<file path="src/rtl/inv_sbox_pkg.sv">
// inv_sbox_pkg: shared types and sizing for the inverse S-box block.
//   state_e   - load/lookup/error controller states
//   DEPTH     - table depth for the default 8-bit symbol width
//   depth_of  - table depth for an arbitrary symbol width
package inv_sbox_pkg;

  localparam int BIT_WIDTH_DFLT = 8;
  localparam int DEPTH          = 2 ** BIT_WIDTH_DFLT;

  typedef enum logic [1:0] {
    ST_LOAD  = 2'd0,
    ST_READY = 2'd1,
    ST_ERROR = 2'd2
  } state_e;

  function automatic int depth_of(input int bw);
    return 2 ** bw;
  endfunction

endpackage

</file>
<file path="src/rtl/inv_sbox_ram.sv">
// inv_sbox_ram: DEPTH x DW inverse table storage.
//   clk, reset_n       - clock, synchronous active-low reset (read register only)
//   we_i/waddr_i/wdata_i - synchronous write port used while loading
//   re_i/raddr_i       - synchronous read port used for lookups
//   rdata_o            - registered read data; holds while re_i is low
module inv_sbox_ram #(
  parameter int AW = 8,
  parameter int DW = 8
) (
  input  logic          clk,
  input  logic          reset_n,
  input  logic          we_i,
  input  logic [AW-1:0] waddr_i,
  input  logic [DW-1:0] wdata_i,
  input  logic          re_i,
  input  logic [AW-1:0] raddr_i,
  output logic [DW-1:0] rdata_o
);

  logic [DW-1:0] mem_q [2**AW];
  logic [DW-1:0] rdata_q;

  // Table contents are never reset: a complete load overwrites every entry.
  always_ff @(posedge clk) begin
    if (we_i) mem_q[waddr_i] <= wdata_i;
  end

  always_ff @(posedge clk) begin
    if (!reset_n)  rdata_q <= '0;
    else if (re_i) rdata_q <= mem_q[raddr_i];
  end

  assign rdata_o = rdata_q;

endmodule

</file>
<file path="src/rtl/inv_sbox.sv">
// inv_sbox: builds S^-1 from a streamed forward S-box, then substitutes
// ciphertext symbols back to plaintext with one cycle of latency.
//   clk, reset_n        - clock, synchronous active-low reset
//   load_tvalid, V_in   - forward table entry S[idx], idx counted internally
//   reload              - drop current table, restart loading at idx 0
//   tvalid, C_in        - ciphertext symbol to invert (honoured only when ready)
//   valid, P_out        - recovered symbol S^-1[C_in], one cycle after tvalid
//   ready               - full table loaded and verified to be a permutation
//   error               - a value repeated during the load (held until reload)
module inv_sbox
  import inv_sbox_pkg::*;
#(
  parameter int BIT_WIDTH = 8
) (
  input  logic                 clk,
  input  logic                 reset_n,
  input  logic                 load_tvalid,
  input  logic [BIT_WIDTH-1:0] V_in,
  input  logic                 reload,
  input  logic                 tvalid,
  input  logic [BIT_WIDTH-1:0] C_in,
  output logic                 valid,
  output logic [BIT_WIDTH-1:0] P_out,
  output logic                 ready,
  output logic                 error
);

  localparam int NENT = depth_of(BIT_WIDTH);
  // idx carries one spare bit so the last-entry compare never aliases a wrap.
  localparam logic [BIT_WIDTH:0] IDX_LAST = (BIT_WIDTH+1)'(NENT - 1);

  state_e               state_q, state_d;
  logic [BIT_WIDTH:0]   idx_q, idx_d;
  logic [NENT-1:0]      seen_q, seen_d;
  logic                 valid_q, valid_d;
  logic                 ram_we, ram_re;

  always_comb begin
    state_d = state_q;
    idx_d   = idx_q;
    seen_d  = seen_q;
    ram_we  = 1'b0;
    if (reload) begin
      // reload beats any concurrent load entry or lookup
      state_d = ST_LOAD;
      idx_d   = '0;
      seen_d  = '0;
    end else begin
      unique case (state_q)
        ST_LOAD: begin
          if (load_tvalid) begin
            ram_we         = 1'b1;
            seen_d[V_in]   = 1'b1;
            idx_d          = idx_q + 1'b1;
            if (seen_q[V_in]) begin
              state_d = ST_ERROR;
            end else if (idx_q == IDX_LAST) begin
              state_d = ST_READY;
              idx_d   = '0;
            end
          end
        end
        ST_READY: ;
        ST_ERROR: ;
        default:  state_d = ST_LOAD;
      endcase
    end
  end

  // A lookup in the final READY cycle still completes; one with reload does not.
  assign ram_re  = tvalid && (state_q == ST_READY) && !reload;
  assign valid_d = ram_re;

  always_ff @(posedge clk) begin
    if (!reset_n) begin
      state_q <= ST_LOAD;
      idx_q   <= '0;
      seen_q  <= '0;
      valid_q <= 1'b0;
    end else begin
      state_q <= state_d;
      idx_q   <= idx_d;
      seen_q  <= seen_d;
      valid_q <= valid_d;
    end
  end

  inv_sbox_ram #(
    .AW (BIT_WIDTH),
    .DW (BIT_WIDTH)
  ) u_ram (
    .clk     (clk),
    .reset_n (reset_n),
    .we_i    (ram_we),
    .waddr_i (V_in),
    .wdata_i (idx_q[BIT_WIDTH-1:0]),
    .re_i    (ram_re),
    .raddr_i (C_in),
    .rdata_o (P_out)
  );

  assign valid = valid_q;
  assign ready = (state_q == ST_READY);
  assign error = (state_q == ST_ERROR);

endmodule

</file>
<file path="config.mk">
export PLATFORM = sky130hd
export DESIGN_NAME = inv_sbox
export DESIGN_NICKNAME = d
export VERILOG_FILES = /design/src/rtl/inv_sbox_pkg.sv /design/src/rtl/inv_sbox_ram.sv /design/src/rtl/inv_sbox.sv
export SDC_FILE = /design/constraint.sdc
export NUM_CORES = 2
export LEC_CHECK = 0
export CORE_MARGIN = 1
export CORE_UTILIZATION = 57
export CTS_CLUSTER_DIAMETER = 200
export DETAILED_ROUTE_END_ITERATION = 8
export PLACE_DENSITY = 0.81
export SYNTH_ARGS = -nofsm -noshare
export SYNTH_HDL_FRONTEND = slang
export SYNTH_SLANG_ARGS = --single-unit
</file>
<file path="constraint.sdc">
create_clock -name clk -period 4.8 [get_ports clk]
set_input_delay 0.96 -clock clk [delete_from_list [all_inputs] [get_ports clk]]
set_output_delay 0.96 -clock clk [all_outputs]
set_load 0.02 [all_outputs]
</file>
==> summary.txt <==
STA
  • Final critical-path share of the clock period: 75.3%
  • Min Tclk post-route: 3.61 ns
  • # setup viols final: 0
  • Unrepaired setup endpoints after global routing: no
  • Setup_tns: 0 ns
  • Final hold vios: 0
  • Worst Skew: 0.0761 ns
  • Final hold slack: 0.459 ns
  • Max Freq: 277 MHz
  • Max-slew violation count: 112
  • Worst relative slew slack: -10.3%
  • Worst slew pin tran: 1.65 ns

Logic synthesis
  • Syn Nets: 4407
  • Number of synthesized flops with an enable pin: 2048
  • Sequential fraction of the synthesis area: 74.9%
  • Synth unique cells: 39
  • Synth Warn #: 0
  • Mapped Area: 89500 um^2
  • Syn Area/Cell: 20.4 um^2
  • Async SR Flop Fraction: 0%
  • Yosys reg bits: 2324
  • Post-Synthesis Cells: 4382
  • Ys flop type: edfxtp_1

Clock tree
  • Post-CTS Repair Setup Buffers: 0
  • Hold_buf cts: 0
  • CTS tree: built
  • Clock transition at path regs: 0.07 ns
  • Post-CTS sizing: 0
  • Clock root cell: clkbuf_16
  • # clock sinks: 2324
  • H-Tree Depth: 4
  • Clk buf depth: 3
  • Worst-Skew Late Latency: 0.87 ns
  • CTS Buf Count: 211

Routing
  • DRC: 0
  • WL per Instance: 33.2 um
  • Final wirelength: 227000 um
  • Routed vias: 46900
  • Post-route ant nets: 0
  • Router iterations before antenna repair: 6
  • Vias per inst: 6.87
  • First-iteration detailed-routing DRC count: 7234

Floorplan
  • Initial core utilization: 57.3%
  • Die height: 398 um
  • FP Rows: 145
  • Chip width: 398 um
  • Core Footprint: 156000 um^2
  • Full die area: 159000 um^2
  • # IOs: 32

Power and ir drop
  • LEAKAGE: 33.4 nW
  • Pwr Density: 393 nW/um^2
  • Total power: 39.5 mW
  • Maximum vdd drop: 0.371 mV

Layout
  • Area delta synth->final: 12.2%
  • Final core utilization: 64.4%
  • Share of layout cells above drive strength 1: 27.6%
  • Most common cell after layout, fill and taps aside: edfxtp_1
  • Commonest cells after routing, fill and taps aside: 2048 x edfxtp_1, 728 x mux4_2, 550 x nor2_1
  • NumNets Final: 4615

Place
  • Dpl hpwl: 123000 um
  • PortBufs: 31
  • Placer Congestion: 0.851

Global routing
  • Initial antenna violation count: 4
  • GRT Overall Usage: 28.9%
  • Global route total overflow: 0
  • Largest net degree at the start of global routing: 268
  • Number of global-route vias before repair: 47200
  • Global-route wire length before repair: 328000 um

Critical path
  • Worst setup path startpoint: C_in[0]
  • Worst setup EP type: register
  • Worst Path Arrival: 4.32 ns
  • Crit-path max FO: 49
  • Crit Reg-Reg Startpoint: state_q[1]
  • Startpoint Class: primary input
  • Critical Path RT: 5.51 ns
  • Worst setup path class: primary input to register

Status
  • Failing checks: max-slew violations
  • Status: finished, violations left

Hold path
  • Worst hold start: seen_q[87]
  • Hold WC Path Type: register to register

Flow run
  • Max_cap viols: 0
## cell type report
| cell class | instances | area (um^2) |
|---|---|---|
| diodes | 1 | 2.50 |
| clock buffers | 272 | 5690 |
| clock inverters | 124 | 1150 |
| fillers | 9434 | 55600 |
| inverters | 4 | 15.0 |
| multi-input cells | 1760 | 21200 |
| flip-flops and latches | 2324 | 67100 |
| well taps | 2058 | 2570 |
| repair buffers | 289 | 2710 |
## through the flow
step	cells	area, um^2	worst slack, ns
3_5_place_dp	6434	93600	0.327
4_1_cts	6830	100000	1.22
6_report	6832	100000	1.19
5_1_grt	6831	100000	1.07
2_1_floorplan	4382	89500	1.32
3_3_place_gp	6434	93600	0.357
## report_power, final
| group | switching [mW] | internal (mW) | leakage (nW) |
|---|---|---|---|
| clock network | 7.58 | 9.13 | 3.33 |
| logic | 0.651 | 0.398 | 7.00 |
| registers | 0.0148 | 21.7 | 23.1 |
| total | 8.25 | 31.2 | 33.4 |
## cells in the mapped netlist (2+ instances only)
master    number  area share, %
a21oi_1      284            1.6
a22oi_1       40           0.34
a311oi_1       3          0.029
and2_1         2          0.014
and3_1         3          0.021
buf_1         23          0.096
buf_2         53           0.30
buf_4         17           0.14
buf_6          3          0.038
clkbuf_1     198           0.83
dfxtp_1      276            6.2
edfxtp_1    2048             69
ha_1           4          0.056
inv_1          4          0.017
mux2i_1       16           0.18
mux4_2       728             18
nand2_1       32           0.13
nand2b_1      16           0.11
nand3_1       16          0.090
nand4_1        4          0.028
nor2_1       550            2.3
nor2b_1        5          0.035
nor3_1         9          0.050
nor4_1         6          0.042
o21ai_0        2          0.011
o22ai_1       10          0.070
or2_2          3          0.021
or3_1         11          0.077
xor2_1         6          0.059
## worst max-delay path: stages
cell	delay, ns
buf_8	0.26
buf_12	0.29
buf_12	0.38
mux4_2	0.61
mux4_2	0.56
mux2i_1	0.40
o22ai_1	0.17
a21oi_1	0.36
nand3_1	0.19
## routing by layer
layer | vias to the layer above | part of all wire [%] | wire length, um | track usage, %
met5 | - | 0.011 | 26 | 0
met4 | 4 | 4.9 | 11100 | 12.6
met3 | 638 | 11 | 26100 | 6.13
met2 | 3743 | 49 | 111000 | 46.4
met1 | 24200 | 35 | 78500 | 38.6
li1 | 18300 | - | - | -
## kinds of logic (layout without fill, tap and decap cells)
logic type | after synthesis | count (layout) | share of synthesized area, %
DFF | 2324 | 2324 | 74.9
buffers and inverters | 298 | 689 | 1.42
and+or+nand+nor | 661 | 661 | 2.97
adders and majority gates | 4 | 4 | 0.0559
muxes | 744 | 744 | 18.5
other | 0 | 1 | 0
xor gates and xnor gates | 6 | 6 | 0.0587
AOI/OAI and AO/OA | 345 | 345 | 2.09
## path summary, 6_finish.rpt
kind / end / slack (ns) / cells after the start
setup / recovery: u_ram.rdata_o[3] / 1.19 / 9
hold / removal: seen_q[87] / 0.46 / 2
setup reg to reg: u_ram.mem_q[9][3] / 1.38 / 8
hold reg to reg: seen_q[87] / 0.46 / 2
## registers in the layout (all words and copies together), names as in the netlist
signal,cells
state_q,2
u_ram.mem_q,2048
seen_q,256
valid,1
idx_q,9
u_ram.rdata_o,8
(Power assumes the default switching activity.)
